**src/rtl/ctrl_74hc165.sv**
```systemverilog
`default_nettype none
//==============================================================================
// Module  : ctrl_74hc165
// Purpose : Free-running serial reader for a chain of 74HC165 PISO registers.
//           Generates PL/CP/CE for the chain, samples Q7 through a two-flop
//           synchroniser and presents each completed scan as a parallel word
//           (first shifted bit at the MSB) with a valid pulse and a changed
//           flag.
// Revision: 1.0 - initial release
//==============================================================================
module ctrl_74hc165 #(
   parameter int DATA_W = 16,   // bits in the chain, 8 per device, >= 2
   parameter int HALF   = 4,    // clk cycles per CP half-period / PL pulse, >= 2
   parameter int GAP    = 16    // idle clk cycles between scans, >= 1
) (
   input  logic              clk,
   input  logic              rst_n,
   input  logic              i_en,
   input  logic              i_q7,
   output logic              o_pl,
   output logic              o_cp,
   output logic              o_ce_n,
   output logic [DATA_W-1:0] o_data,
   output logic              o_valid,
   output logic              o_changed
);

   // One timer serves both the half-period phases and the idle gap.
   localparam int c_tmr_max = (HALF > GAP) ? HALF : GAP;
   localparam int c_tmr_w   = $clog2(c_tmr_max + 1);
   localparam int c_bit_w   = $clog2(DATA_W + 1);

   localparam logic [c_tmr_w-1:0] c_half_last = c_tmr_w'(HALF - 1);
   localparam logic [c_tmr_w-1:0] c_gap_last  = c_tmr_w'(GAP - 1);
   localparam logic [c_bit_w-1:0] c_bit_last  = c_bit_w'(DATA_W - 1);

   typedef enum logic [2:0] {
      ST_IDLE = 3'd0,
      ST_LOAD = 3'd1,
      ST_LOW  = 3'd2,
      ST_HIGH = 3'd3,
      ST_DONE = 3'd4
   } state_t;

   state_t              state_q,   state_d;
   logic [c_tmr_w-1:0]  tmr_q,     tmr_d;
   logic [c_bit_w-1:0]  bit_cnt_q, bit_cnt_d;
   logic [DATA_W-1:0]   sr_q,      sr_d;
   logic [DATA_W-1:0]   data_q,    data_d;
   logic                pl_q,      pl_d;
   logic                cp_q,      cp_d;
   logic                ce_n_q,    ce_n_d;
   logic                valid_q,   valid_d;
   logic                changed_q, changed_d;

   // Q7 comes straight from the board and is asynchronous to clk.
   logic                q7_meta_q;
   logic                q7_sync_q;

   // Reset release is retimed here: the FSM may only leave IDLE once run_q[1]
   // is set, so a reset deassertion close to a clock edge cannot start a
   // scan in a partially-released state.
   logic [1:0]          run_q;

   logic                w_half_done;
   assign w_half_done = (tmr_q == c_half_last);

   // Next-state, datapath and next-output computation for the scan sequencer.
   always_comb begin
      state_d   = state_q;
      tmr_d     = tmr_q;
      bit_cnt_d = bit_cnt_q;
      sr_d      = sr_q;
      data_d    = data_q;
      valid_d   = 1'b0;
      changed_d = 1'b0;

      case (state_q)
         ST_IDLE: begin
            // The gap is counted only while enabled, so a reassertion of
            // i_en always waits a full GAP before the next LOAD.
            if (!run_q[1] || !i_en) begin
               tmr_d = '0;
            end else if (tmr_q == c_gap_last) begin
               tmr_d     = '0;
               bit_cnt_d = '0;
               state_d   = ST_LOAD;
            end else begin
               tmr_d = tmr_q + 1'b1;
            end
         end

         ST_LOAD: begin
            if (w_half_done) begin
               tmr_d   = '0;
               state_d = ST_LOW;
            end else begin
               tmr_d = tmr_q + 1'b1;
            end
         end

         ST_LOW: begin
            if (w_half_done) begin
               // Sample at the end of LOW: Q7 has had 2*HALF cycles to settle
               // since the PL fall or CP rise that changed it.
               tmr_d     = '0;
               sr_d      = {sr_q[DATA_W-2:0], q7_sync_q};
               bit_cnt_d = bit_cnt_q + 1'b1;
               if (bit_cnt_q == c_bit_last) begin
                  // Outputs are registered from the next state, so the word,
                  // valid and changed flags land together in the DONE cycle.
                  state_d   = ST_DONE;
                  data_d    = sr_d;
                  valid_d   = 1'b1;
                  changed_d = (sr_d != data_q);
               end else begin
                  state_d = ST_HIGH;
               end
            end else begin
               tmr_d = tmr_q + 1'b1;
            end
         end

         ST_HIGH: begin
            if (w_half_done) begin
               tmr_d   = '0;
               state_d = ST_LOW;
            end else begin
               tmr_d = tmr_q + 1'b1;
            end
         end

         ST_DONE: begin
            tmr_d   = '0;
            state_d = ST_IDLE;
         end

         default: begin
            tmr_d   = '0;
            state_d = ST_IDLE;
         end
      endcase

      // Pin levels follow the state being entered so they change on the same
      // edge as the state register.
      pl_d   = (state_d != ST_LOAD);
      cp_d   = (state_d == ST_HIGH);
      ce_n_d = (state_d == ST_IDLE) || (state_d == ST_DONE);
   end

   // All state, synchroniser and output registers; reset parks the chain pins idle.
   always_ff @(posedge clk or negedge rst_n) begin
      if (!rst_n) begin
         state_q   <= ST_IDLE;
         tmr_q     <= '0;
         bit_cnt_q <= '0;
         sr_q      <= '0;
         data_q    <= '0;
         pl_q      <= 1'b1;
         cp_q      <= 1'b0;
         ce_n_q    <= 1'b1;
         valid_q   <= 1'b0;
         changed_q <= 1'b0;
         q7_meta_q <= 1'b0;
         q7_sync_q <= 1'b0;
         run_q     <= 2'b00;
      end else begin
         state_q   <= state_d;
         tmr_q     <= tmr_d;
         bit_cnt_q <= bit_cnt_d;
         sr_q      <= sr_d;
         data_q    <= data_d;
         pl_q      <= pl_d;
         cp_q      <= cp_d;
         ce_n_q    <= ce_n_d;
         valid_q   <= valid_d;
         changed_q <= changed_d;
         q7_meta_q <= i_q7;
         q7_sync_q <= q7_meta_q;
         run_q     <= {run_q[0], 1'b1};
      end
   end

   assign o_pl      = pl_q;
   assign o_cp      = cp_q;
   assign o_ce_n    = ce_n_q;
   assign o_data    = data_q;
   assign o_valid   = valid_q;
   assign o_changed = changed_q;

endmodule
`default_nettype wire

```
**config.mk**
```make
export PLATFORM = sky130hd
export DESIGN_NAME = ctrl_74hc165
export DESIGN_NICKNAME = d
export VERILOG_FILES = /design/src/rtl/ctrl_74hc165.sv
export SDC_FILE = /design/constraint.sdc
export NUM_CORES = 1
export LEC_CHECK = 0
export ABC_AREA = 1
export BUFFER_PORTS_ARGS = -buffer_cell sky130_fd_sc_hd__buf_2
export CORE_MARGIN = 2
export CORE_UTILIZATION = 42
export CTS_CLUSTER_SIZE = 12
export DETAILED_ROUTE_END_ITERATION = 6
export SLEW_MARGIN = 0
export SYNTH_ARGS = -nofsm -noshare
export SYNTH_HDL_FRONTEND = slang
export SYNTH_SLANG_ARGS = --single-unit
```
**constraint.sdc**
```tcl
create_clock -name clk -period 2.6 [get_ports clk]
set_clock_uncertainty 0.05 [all_clocks]
set_input_delay 0.39 -clock clk [delete_from_list [all_inputs] [get_ports clk]]
set_output_delay 0.39 -clock clk [all_outputs]
set_load 0.02 [all_outputs]
```
==> insert_results.sql, run 1 <==
INSERT INTO impl_metrics (metric_group, metric, value, unit) VALUES
('drt', 'wirelength', '4.05', 'mm'),
('synthesis', 'yosys_warnings', '0', ''),
('place', 'portBuffers', '24', ''),
('finish', 'register_area', '0.00133', 'mm²'),
('synthesis', 'synthesis.area_per_instance', '9.23', 'µm²'),
('finish', 'fillerInstances', '563', ''),
('floorplanning', 'row_count', '28', ''),
('clocking', 'h-tree-depth', '2', ''),
('power_and_ir_drop', 'sw_ratio', '20.6', '%'),
('synthesis', 'netlist_area', '0.00248', 'mm²'),
('synthesis', 'synth.lib_cells_used.distinct', '27', ''),
('place', 'placed_cells', '364', ''),
('synthesis', 'synth_largest_type_area_fraction', '51.4', '%'),
('clocking', 'numCtsBuffers', '5', ''),
('clocking', 'clk_root_buffer_cell', 'sky130_fd_sc_hd__clkbuf_8', ''),
('worst_setup_path', 'critical_path_required', '2750', 'ps'),
('run_status', 'status', 'finished clean', ''),
('finish', 'multiInputGateArea', '960', 'µm²'),
('clocking', 'tritoncts_clock_tree', 'done', ''),
('power_and_ir_drop', 'p_comb_share', '2.0', '%'),
('timing', 'fmax', '0.558', 'GHz'),
('clocking', 'cts_num_sinks', '53', ''),
('power_and_ir_drop', 'power_report.internal_total', '0.00116', 'W'),
('finish', 'layoutNonFillerInstCount', '372', ''),
('min_path', 'holdCritPathClass', 'in2reg', ''),
('drt', 'post_drt_wl_per_cell', '10.9', 'µm'),
('worst_setup_path', 'class_of_the_most_critical_setup_path', 'reg2reg', ''),
('finish', 'most-common-layout-cells', 'sky130_fd_sc_hd__nand2_1 (75), sky130_fd_sc_hd__dfrtp_1 (51), sky130_fd_sc_hd__inv_1 (36), sky130_fd_sc_hd__buf_2 (24)', ''),
('power_and_ir_drop', 'vdd_drop_max', '268', 'µV'),
('floorplanning', 'core', '0.00582', 'mm²'),
('timing', 'max-slew-margin-rel', '56.6', '%'),
('floorplanning', 'design.portCount', '25', ''),
('clocking', 'path_clk_slew', '100', 'ps'),
('floorplanning', 'initial_core_util', '42.7', '%'),
('synthesis', 'postSynthNetCount', '278', ''),
('floorplanning', 'die-area', '0.00654', 'mm²'),
('clocking', 'clk_lat_worst_skew', '300', 'ps'),
('power_and_ir_drop', 'power.density', '523', 'mW/mm²'),
('drt', 'detail_route.vias_per_cell', '4.57', ''),
('finish', 'num_antenna_cells', '0', ''),
('synthesis', 'post-synth-top-area-cell', 'sky130_fd_sc_hd__dfrtp_1', ''),
('synthesis', 'seq_area_frac_synth', '53.5', '%'),
('clocking', 'max-clock-path-buffers', '2', ''),
('place', 'detailedPlacementHpwl', '2.79', 'mm'),
('timing', 'final.setup.tns', '0', 'ps'),
('flow_run', 'timing.max_cap.violations', '0', ''),
('timing', 'final.period_utilization', '68.9', '%'),
('drt', 'dr.first_iter.drc_count', '92', ''),
('synthesis', 'postSynthRegisterBits', '53', ''),
('global_route', 'first_pass_grt_wire_length', '7.40', 'mm'),
('clocking', 'cts_hold_buffers', '0', ''),
('synthesis', 'synth_top_cells_by_area', 'sky130_fd_sc_hd__dfrtp_1 (51%), sky130_fd_sc_hd__nand2_1 (11%), sky130_fd_sc_hd__inv_1 (5.4%)', ''),
('finish', 'share_of_layout_cells_above_drive_strength_1', '23.2', '%'),
('timing', 'finalSetupViolCount', '0', ''),
('clocking', 'post-cts-setup-buffers', '0', ''),
('power_and_ir_drop', 'part_of_the_power_in_the_clock_network', '40.7', '%'),
('global_route', 'initial_antenna_violation_count', '0', ''),
('floorplanning', 'dieHeight', '80.9', 'µm'),
('global_route', 'first_global_vias', '1676', ''),
('floorplanning', 'die_x', '80.9', 'µm'),
('finish', 'finalNetCount', '305', ''),
('finish', 'final_common_cell', 'sky130_fd_sc_hd__nand2_1', ''),
('clocking', 'cts_repair_resize_count', '0', ''),
('power_and_ir_drop', 'p_sw', '0.000300', 'W'),
('global_route', 'globalRouteOverflowTotal', '0', ''),
('drt', 'num_vias', '1700', ''),
('global_route', 'global_route.usage.total', '14.7', '%'),
('power_and_ir_drop', 'power_frac_seq', '57.3', '%'),
('timing', 'min_period', '1790', 'ps'),
('timing', 'timing.final.max_slew_violations', '0', ''),
('place', 'gp_congestion', '0.729', '');
==> registers in the layout, summed over array words and instances, names as in the netlist <==
name and cells:
bit_cnt_q 5, o_ce_n 1, o_changed 1, o_cp 1
o_data 16, o_pl 1, o_valid 1, q7_meta_q 1
q7_sync_q 1, run_q 2, sr_q 15, state_q 3
tmr_q 5
==> per-layer routing <==
metal / global-route usage (%) / part of all wire [%]
met5: 0 / 0
met4: 6.10 / 1.4
met3: 3.00 / 3.1
met2: 23.6 / 46
met1: 19.5 / 49
==> final cells by class <==
type | count | area share [%]
sequential | 53 | 47.7
clock buffer | 6 | 2.97
timing repair buffer | 26 | 4.85
clock inverter | 2 | 1.48
inverter | 38 | 5.12
multi-input combinational | 172 | 34.5
tap | 75 | 3.37
==> through the flow <==
stage / util, % / hold slack [ps] / worst slack (ps)
6_report: 47.9 / 132 / 807
3_5_place_dp: 45.7 / 287 / 827
4_1_cts: 47.9 / 118 / 790
5_1_grt: 47.9 / 110 / 588
3_3_place_gp: 45.7 / 282 / 876
2_1_floorplan: - / 44.4 / 1030
==> worst paths after layout <==
| check | startpoint | to | slack [ps] | cells after the start |
|---|---|---|---|---|
| max in group asynchronous | rst_n | tmr_q[4] | 1930 | 2 |
| worst min-delay path | i_q7 | q7_meta_q | 130 | 1 |
| worst min register to register | q7_meta_q | q7_sync_q | 310 | 0 |
| worst max-delay path | bit_cnt_q[0] | o_data[14] | 810 | 8 |
| min in group asynchronous | rst_n | tmr_q[3] | 140 | 2 |
| worst max register to register | bit_cnt_q[0] | o_data[14] | 810 | 8 |
==> logic make-up after synthesis <==
kind of cell	Yosys count	synth area share, %
buffers and inverters	44	7.81
xor gates and xnor gates	13	4.59
adders and majority gates	5	2.52
other	1	0.151
and+or+nand+nor	118	21.9
DFF	53	53.5
AOI/OAI and AO/OA	35	9.53
==> worst max-delay path, cell delays in order, from the launching register on <==
cell	delay, ps
sky130_fd_sc_hd__dfrtp_1	420
sky130_fd_sc_hd__ha_1	220
sky130_fd_sc_hd__nand2_1	90
sky130_fd_sc_hd__nor2_1	50
sky130_fd_sc_hd__ha_1	220
sky130_fd_sc_hd__nand2_4	400
sky130_fd_sc_hd__inv_1	110
sky130_fd_sc_hd__nand2_1	80
sky130_fd_sc_hd__nand2_1	50
==> cell usage after synthesis (all sizes together) <==
library cell	instances
a21oi	2
a31oi	1
buf	6
conb	1
dfrtp	51
dfstp	2
ha	5
inv	38
nand2	86
nand3	12
nand4	1
nor2	18
nor3b	1
o21ai	30
o22ai	1
o31ai	1
xnor2	11
xor2	2
==> power by group through the flow <==
stage	sequential [W]	clock (W)	combinational [W]
after floorplan	0.000850	0	0.00000961
after global placement	0.000850	0	0.0000314
after detailed placement	0.000851	0	0.0000315
after CTS	0.000835	0.000618	0.0000314
after global routing	0.000835	0.000650	0.0000353
final	0.000834	0.000593	0.0000292
(Power assumes the default switching activity.)
==> inputs of run 2 (changes only) <==
==> constraint.sdc (replaced) <==
create_clock -name clk -period 1.5 [get_ports clk]
set_clock_uncertainty 0.05 [all_clocks]
set_input_delay 0.225 -clock clk [delete_from_list [all_inputs] [get_ports clk]]
set_output_delay 0.225 -clock clk [all_outputs]
set_load 0.02 [all_outputs]
==> run 2 against run 1 <==
  * The flow now finishes with violations (setup timing)
  * Setup slack got worse by 820 ps
  * Largest power group unchanged
  * Critical path type unchanged
  * Cell count up 5.4%
  * Fmax rose by 19%
  * Clock-buffer cell count increased by 1
  * Clock power grew 33%
  * Die area did not move
  * Via count is 5.0% higher
  * Highest routed layer unchanged
  * Total power grew 58%
  * Sequential share of layout area decreased by 6.0 points
  * Combinational power up 130%
==> insert_results.sql, run 2 (synthesis gave the netlist of run 1 again) <==
INSERT INTO impl_metrics (metric_group, metric, value, unit) VALUES
('run_status', 'status', 'finished with violations', ''),
('run_status', 'violations', 'setup timing', ''),
('finish', 'final_common_cell', 'sky130_fd_sc_hd__nand2_1', ''),
('finish', 'synthToLayoutAreaGrowth', '28.3', '%'),
('global_route', 'first_pass_grt_wire_length', '7.21', 'mm'),
('place', 'postPlaceCellArea', '0.00283', 'mm²'),
('worst_setup_path', 'critical_path_required', '1650', 'ps'),
('clocking', 'path_clk_slew', '90', 'ps'),
('timing', 'fmax', '0.661', 'GHz'),
('place', 'placed_cells', '376', ''),
('drt', 'wirelength', '4.41', 'mm'),
('timing', 'final_critical_path_setup_slack', '-12.4', 'ps'),
('worst_setup_path', 'cp-start-kind', 'flop', ''),
('finish', 'layoutNonFillerInstCount', '392', ''),
('place', 'placement.setup.worst_slack', '-93.1', 'ps'),
('finish', 'num_antenna_cells', '0', ''),
('worst_setup_path', 'rr_startpoint', 'tmr_q[1]', ''),
('clocking', 'max-clock-path-buffers', '2', ''),
('floorplanning', 'row_count', '28', ''),
('timing', 'min_period', '1510', 'ps'),
('min_path', 'holdCritPathClass', 'in2reg', ''),
('worst_setup_path', 'critPathCaptureType', 'flop', ''),
('drt', 'dr.first_iter.drc_count', '61', ''),
('finish', 'share_of_layout_cells_above_drive_strength_1', '35.3', '%'),
('power_and_ir_drop', 'vdd_drop_max', '395', 'µV'),
('clocking', 'clk_root_buffer_cell', 'sky130_fd_sc_hd__clkbuf_8', ''),
('power_and_ir_drop', 'power.density', '722', 'mW/mm²'),
('global_route', 'maximum_number_of_pins_on_one_net_before_global_route_repair', '35', ''),
('place', 'detailedPlacementHpwl', '3.02', 'mm'),
('worst_setup_path', 'class_of_the_most_critical_setup_path', 'reg2reg', ''),
('flow_run', 'timing.max_cap.violations', '0', ''),
('worst_setup_path', 'crit_path_start', 'tmr_q[1]', ''),
('clocking', 'cts_num_sinks', '53', ''),
('floorplanning', 'core', '0.00582', 'mm²'),
('timing', 'grt_setup_unrepaired', 'yes', ''),
('worst_setup_path', 'critical_path_arrival', '1660', 'ps'),
('worst_setup_path', 'register_to_register_setup_slack', '-10', 'ps'),
('floorplanning', 'design.portCount', '25', ''),
('timing', 'final.period_utilization', '101', '%'),
('timing', 'finalSetupViolCount', '8', ''),
('floorplanning', 'die-area', '0.00654', 'mm²'),
('drt', 'detail_route.vias_per_cell', '4.55', ''),
('finish', 'finalNetCount', '326', ''),
('clocking', 'clk_lat_worst_skew', '290', 'ps'),
('global_route', 'first_global_vias', '1641', ''),
('finish', 'largest_register_ff_count', '16', ''),
('timing', 'timing.final.max_slew_violations', '0', ''),
('drt', 'drt.antenna.violating_nets', '0', ''),
('floorplanning', 'die_x', '80.9', 'µm'),
('floorplanning', 'initial_core_util', '42.7', '%'),
('timing', 'timing_hold_violations_final', '0', ''),
('finish', 'post-route-cell-area', '0.00318', 'mm²'),
('timing', 'fin_hold_ws', '214', 'ps'),
('timing', 'final.setup.tns', '-56.6', 'ps'),
('drt', 'post_drt_wl_per_cell', '11.3', 'µm'),
('drt', 'route.detailed.drc', '0', ''),
('place', 'gp_congestion', '0.776', ''),
('global_route', 'global_route.usage.total', '14.2', '%'),
('floorplanning', 'dieHeight', '80.9', 'µm'),
('worst_setup_path', 'timing.critical_path.fanout_max', '11', ''),
('clocking', 'tritoncts_clock_tree', 'done', ''),
('clocking', 'numCtsBuffers', '5', ''),
('clocking', 'h-tree-depth', '2', ''),
('min_path', 'hp-start', 'i_en', ''),
('power_and_ir_drop', 'total_leakage_power', '1.54', 'nW'),
('global_route', 'initial_antenna_violation_count', '0', ''),
('global_route', 'globalRouteOverflowTotal', '0', ''),
('drt', 'drt_pass1_iterations', '4', ''),
('place', 'portBuffers', '24', ''),
('finish', 'most-common-layout-cells', 'sky130_fd_sc_hd__nand2_1 (64), sky130_fd_sc_hd__dfrtp_1 (51), sky130_fd_sc_hd__inv_1 (32), sky130_fd_sc_hd__buf_2 (24), sky130_fd_sc_hd__o21ai_2 (16)', ''),
('drt', 'num_vias', '1785', '');
run 2: cell count changes in the layout (fill, tap and decap cells not counted), moves of 6 or more:
cell,before,now
sky130_fd_sc_hd__buf_12,0,6
sky130_fd_sc_hd__buf_4,2,11
sky130_fd_sc_hd__nand2_1,75,64
sky130_fd_sc_hd__nand2_4,1,11
run 2: final timing paths:
| check | to | cells past startpoint |
|---|---|---|
| worst max-delay path | o_data[0] | 8 |
| min in group asynchronous | run_q[0] | 3 |
| worst max register to register | o_data[0] | 8 |
| worst min register to register | run_q[1] | 0 |
| max in group asynchronous | o_ce_n | 3 |
| worst min-delay path | tmr_q[1] | 3 |
run 2: routing by layer:
layer / vias to the layer above / global-route usage, % / wire length, µm
met2: 19 / 23.1 / 2200
met4: 0 / 5.08 / 63
li1: 922 / - / -
met3: 6 / 3.33 / 120
met5: - / 0 / 0
met1: 838 / 18.7 / 2030
run 2: layout make-up:
cell class	instances	area (µm²)
repair buffers	47	402
well taps	75	93.8
inverters	38	143
clock buffers	7	86.3
flip-flops and latches	53	1330
multi-input cells	172	1130
fillers	558	2630
run 2: worst max-delay path, stage by stage, from the launching register on:
cell,delay (ps)
sky130_fd_sc_hd__dfrtp_1,360
sky130_fd_sc_hd__ha_2,200
sky130_fd_sc_hd__buf_6,110
sky130_fd_sc_hd__nand3_4,120
sky130_fd_sc_hd__nor2_8,200
sky130_fd_sc_hd__nand2_8,100
sky130_fd_sc_hd__buf_12,160
sky130_fd_sc_hd__nand2_2,60
sky130_fd_sc_hd__o21ai_2,50
run 2: report_power, final:
group	switching (W)	internal [W]
sequential	0.00000728	0.00144
combinational	0.0000427	0.0000243
clock	0.000420	0.000367
total	0.000470	0.00183
run 2: timing repair:
| action | CTS | global route |
|---|---|---|
| pin swaps | 3 | 14 |
| gates resized for setup | 5 | 40 |
| hold buffers | 2 | 0 |
| setup buffers | 2 | 4 |
| hold endpoints to repair | 52 | 0 |
| cloned | 0 | 1 |
| setup endpoints to repair | 14 | 34 |
run 2: per-stage QoR:
stage / total power (W) / utilization (%)
after floorplan: 0.00149 / -
after global placement: 0.00154 / 48.7
after detailed placement: 0.00154 / 48.7
after CTS: 0.00235 / 51.0
after global routing: 0.00241 / 54.8
final: 0.00230 / 54.8
==> inputs of run 3 (changes only) <==
--- a/config.mk
+++ b/config.mk
@@ -7,10 +7,12 @@
 export LEC_CHECK = 0
 export ABC_AREA = 1
 export BUFFER_PORTS_ARGS = -buffer_cell sky130_fd_sc_hd__buf_2
-export CORE_MARGIN = 2
+export CORE_ASPECT_RATIO = 2
+export CORE_MARGIN = 10
 export CORE_UTILIZATION = 42
 export CTS_CLUSTER_SIZE = 12
 export DETAILED_ROUTE_END_ITERATION = 6
+export SKIP_CTS_REPAIR_TIMING = 1
 export SLEW_MARGIN = 0
 export SYNTH_ARGS = -nofsm -noshare
 export SYNTH_HDL_FRONTEND = slang
==> run 3 against run 2 <==
  * The flow still finishes with violations (setup timing)
  * Combinational power is 10% lower
  * Register-to-register slack got worse by 30 ps
  * Flip-flop and latch count stayed put
  * Largest cell class unchanged
  * Critical endpoint is now o_data[7]
  * Critical path depth unchanged
==> insert_results.sql, run 3 (synthesis gave the netlist of run 1 again) <==
INSERT INTO impl_metrics (metric_group, metric, value, unit) VALUES
('place', 'portBuffers', '24', ''),
('timing', 'grt_setup_unrepaired', 'yes', ''),
('place', 'gp_congestion', '0.828', ''),
('power_and_ir_drop', 'p_sw', '0.000546', 'W'),
('timing', 'finalSetupViolCount', '12', ''),
('flow_run', 'timing.max_cap.violations', '0', ''),
('power_and_ir_drop', 'power.density', '858', 'mW/mm²'),
('worst_setup_path', 'register_to_register_setup_slack', '-40', 'ps'),
('timing', 'final.period_utilization', '103', '%'),
('drt', 'wirelength', '4.64', 'mm'),
('finish', 'share_of_layout_cells_above_drive_strength_1', '32.8', '%'),
('place', 'detailedPlacementHpwl', '3.35', 'mm'),
('run_status', 'violations', 'setup timing', ''),
('timing', 'final_critical_path_setup_slack', '-41.2', 'ps'),
('worst_setup_path', 'cp-start-kind', 'flop', ''),
('worst_setup_path', 'class_of_the_most_critical_setup_path', 'reg2reg', ''),
('global_route', 'maximum_number_of_pins_on_one_net_before_global_route_repair', '54', ''),
('global_route', 'global_route.usage.total', '10.2', '%'),
('worst_setup_path', 'critical_path_required', '1630', 'ps'),
('drt', 'detail_route.vias_per_cell', '4.77', ''),
('worst_setup_path', 'critical_path_arrival', '1670', 'ps'),
('worst_setup_path', 'timing.critical_path.slowest_cell_delay', '360', 'ps'),
('timing', 'timing_hold_violations_final', '0', ''),
('floorplanning', 'die-area', '0.00957', 'mm²'),
('clocking', 'path_clk_slew', '70', 'ps'),
('power_and_ir_drop', 'p_comb_share', '2.3', '%'),
('drt', 'route.detailed.drc', '0', ''),
('global_route', 'first_pass_grt_wire_length', '7.67', 'mm'),
('place', 'placed_cells', '361', ''),
('power_and_ir_drop', 'total_leakage_power', '1.52', 'nW'),
('floorplanning', 'row_count', '39', ''),
('floorplanning', 'dieHeight', '129', 'µm'),
('power_and_ir_drop', 'part_of_the_power_in_the_clock_network', '42.4', '%'),
('floorplanning', 'core', '0.00571', 'mm²'),
('worst_setup_path', 'r2r.worst_path.cells', '8', ''),
('worst_setup_path', 'critPathCaptureType', 'flop', ''),
('worst_setup_path', 'worst_r2r_endpoint', 'o_data[7]', ''),
('power_and_ir_drop', 'power_report.internal_total', '0.00207', 'W'),
('finish', 'largest_register_ff_count', '16', ''),
('global_route', 'globalRouteOverflowTotal', '0', ''),
('floorplanning', 'design.portCount', '25', ''),
('clocking', 'tritoncts_clock_tree', 'done', ''),
('run_status', 'status', 'finished with violations', ''),
('drt', 'dr.first_iter.drc_count', '79', ''),
('floorplanning', 'die_x', '74.4', 'µm'),
('worst_setup_path', 'crit_path_start', 'tmr_q[1]', ''),
('clocking', 'max-clock-path-buffers', '2', ''),
('drt', 'post_drt_wl_per_cell', '12.3', 'µm'),
('worst_setup_path', 'setup.worst_path.end', 'o_data[7]', ''),
('clocking', 'cts_num_sinks', '53', ''),
('power_and_ir_drop', 'sw_ratio', '20.9', '%'),
('clocking', 'clk_lat_worst_skew', '290', 'ps'),
('drt', 'drt.antenna.violating_nets', '0', ''),
('floorplanning', 'initial_core_util', '43.5', '%'),
('timing', 'fmax', '0.649', 'GHz'),
('finish', 'synthToLayoutAreaGrowth', '23.0', '%'),
('clocking', 'numCtsBuffers', '5', ''),
('timing', 'fin_hold_ws', '240', 'ps'),
('drt', 'num_vias', '1804', ''),
('worst_setup_path', 'critical_path_cell_by_cell', 'ha_2 -> buf_6 -> nand3_4 -> nor2_8 -> nand2_8 -> buf_12 -> nand2_2 -> o21ai_2', ''),
('finish', 'layoutNonFillerInstCount', '378', ''),
('worst_setup_path', 'crit_slowest_cell', 'sky130_fd_sc_hd__dfrtp_1', ''),
('worst_setup_path', 'rr_startpoint', 'tmr_q[1]', ''),
('min_path', 'hp-start', 'i_en', ''),
('global_route', 'initial_antenna_violation_count', '0', ''),
('power_and_ir_drop', 'vdd_drop_max', '1130', 'µV'),
('finish', 'most-common-layout-cells', 'sky130_fd_sc_hd__nand2_1 (69), sky130_fd_sc_hd__dfrtp_1 (51), sky130_fd_sc_hd__inv_1 (33), sky130_fd_sc_hd__buf_2 (24), sky130_fd_sc_hd__o21ai_2 (16)', ''),
('timing', 'timing.final.max_slew_violations', '0', ''),
('worst_setup_path', 'timing.critical_path.fanout_max', '17', ''),
('clocking', 'h-tree-depth', '2', ''),
('finish', 'finalNetCount', '325', ''),
('timing', 'min_period', '1540', 'ps'),
('finish', 'final_common_cell', 'sky130_fd_sc_hd__nand2_1', ''),
('clocking', 'clk_root_buffer_cell', 'sky130_fd_sc_hd__clkbuf_16', ''),
('power_and_ir_drop', 'power_frac_seq', '55.3', '%'),
('drt', 'drt_pass1_iterations', '4', ''),
('finish', 'num_antenna_cells', '0', ''),
('min_path', 'holdCritPathClass', 'in2reg', ''),
('global_route', 'first_global_vias', '1729', '');
run 3: cell types whose count changed in the layout (fill, tap and decap cells not counted), moves of 4 or more:
cell	change
sky130_fd_sc_hd__nand2_2	+5
sky130_fd_sc_hd__buf_12	-4
sky130_fd_sc_hd__clkbuf_8	-6
sky130_fd_sc_hd__nand2_4	-10
sky130_fd_sc_hd__clkbuf_16	+4
sky130_fd_sc_hd__nand2_1	+5
sky130_fd_sc_hd__buf_4	+4
run 3: power groups by stage:
stage | combinational, W | sequential [W] | clock [W]
after global routing | 0.0000700 | 0.00145 | 0.00120
after CTS | 0.0000600 | 0.00145 | 0.00114
after floorplan | 0.0000167 | 0.00147 | 0
final | 0.0000600 | 0.00145 | 0.00111
after detailed placement | 0.0000598 | 0.00147 | 0
after global placement | 0.0000589 | 0.00147 | 0
run 3: per-stage QoR:
stage | total power, W | TNS, ps | area (µm²) | setup WS [ps] | util, %
2_1_floorplan | 0.00149 | 0 | 2490 | 6.55 | -
3_3_place_gp | 0.00153 | -73.3 | 2760 | -38.8 | 48.3
3_5_place_dp | 0.00153 | -407 | 2760 | -78.2 | 48.3
4_1_cts | 0.00265 | -691 | 2900 | -90.8 | 50.8
5_1_grt | 0.00272 | -2330 | 3050 | -97.0 | 53.5
6_report | 0.00262 | -389 | 3050 | -41.2 | 53.5
run 3: worst min path at each step:
stage | endpoint | depth (start not counted)
2_1_floorplan | bit_cnt_q[0] | 0
3_3_place_gp | tmr_q[4] | 2
3_5_place_dp | state_q[1] | 2
4_1_cts | state_q[1] | 2
5_1_grt | tmr_q[1] | 3
6_report | tmr_q[1] | 3
run 3: worst max-delay path: cells and delay by family (launching register included):
family,cells,cell delay (ps)
AOI/OAI and AO/OA,1,50
adders and majority gates,1,200
buffers and inverters,2,280
DFF,1,360
and+or+nand+nor,4,480
run 3: per-layer routing:
layer  share of wire [%]  track usage [%]
met5                   0                0
met4                 2.1             5.19
met3                 3.6             2.93
met2                  56             18.5
met1                  38             10.0
run 3: layout make-up:
type                            instances  area [µm²]
Clock buffer                            6         129
Clock inverter                          2        10.0
Fill cell                             524        2660
Inverter                               38         143
Multi-Input combinational cell        172        1040
Sequential cell                        53        1330
Tap cell                               61        76.3
Timing Repair Buffer                   46         330
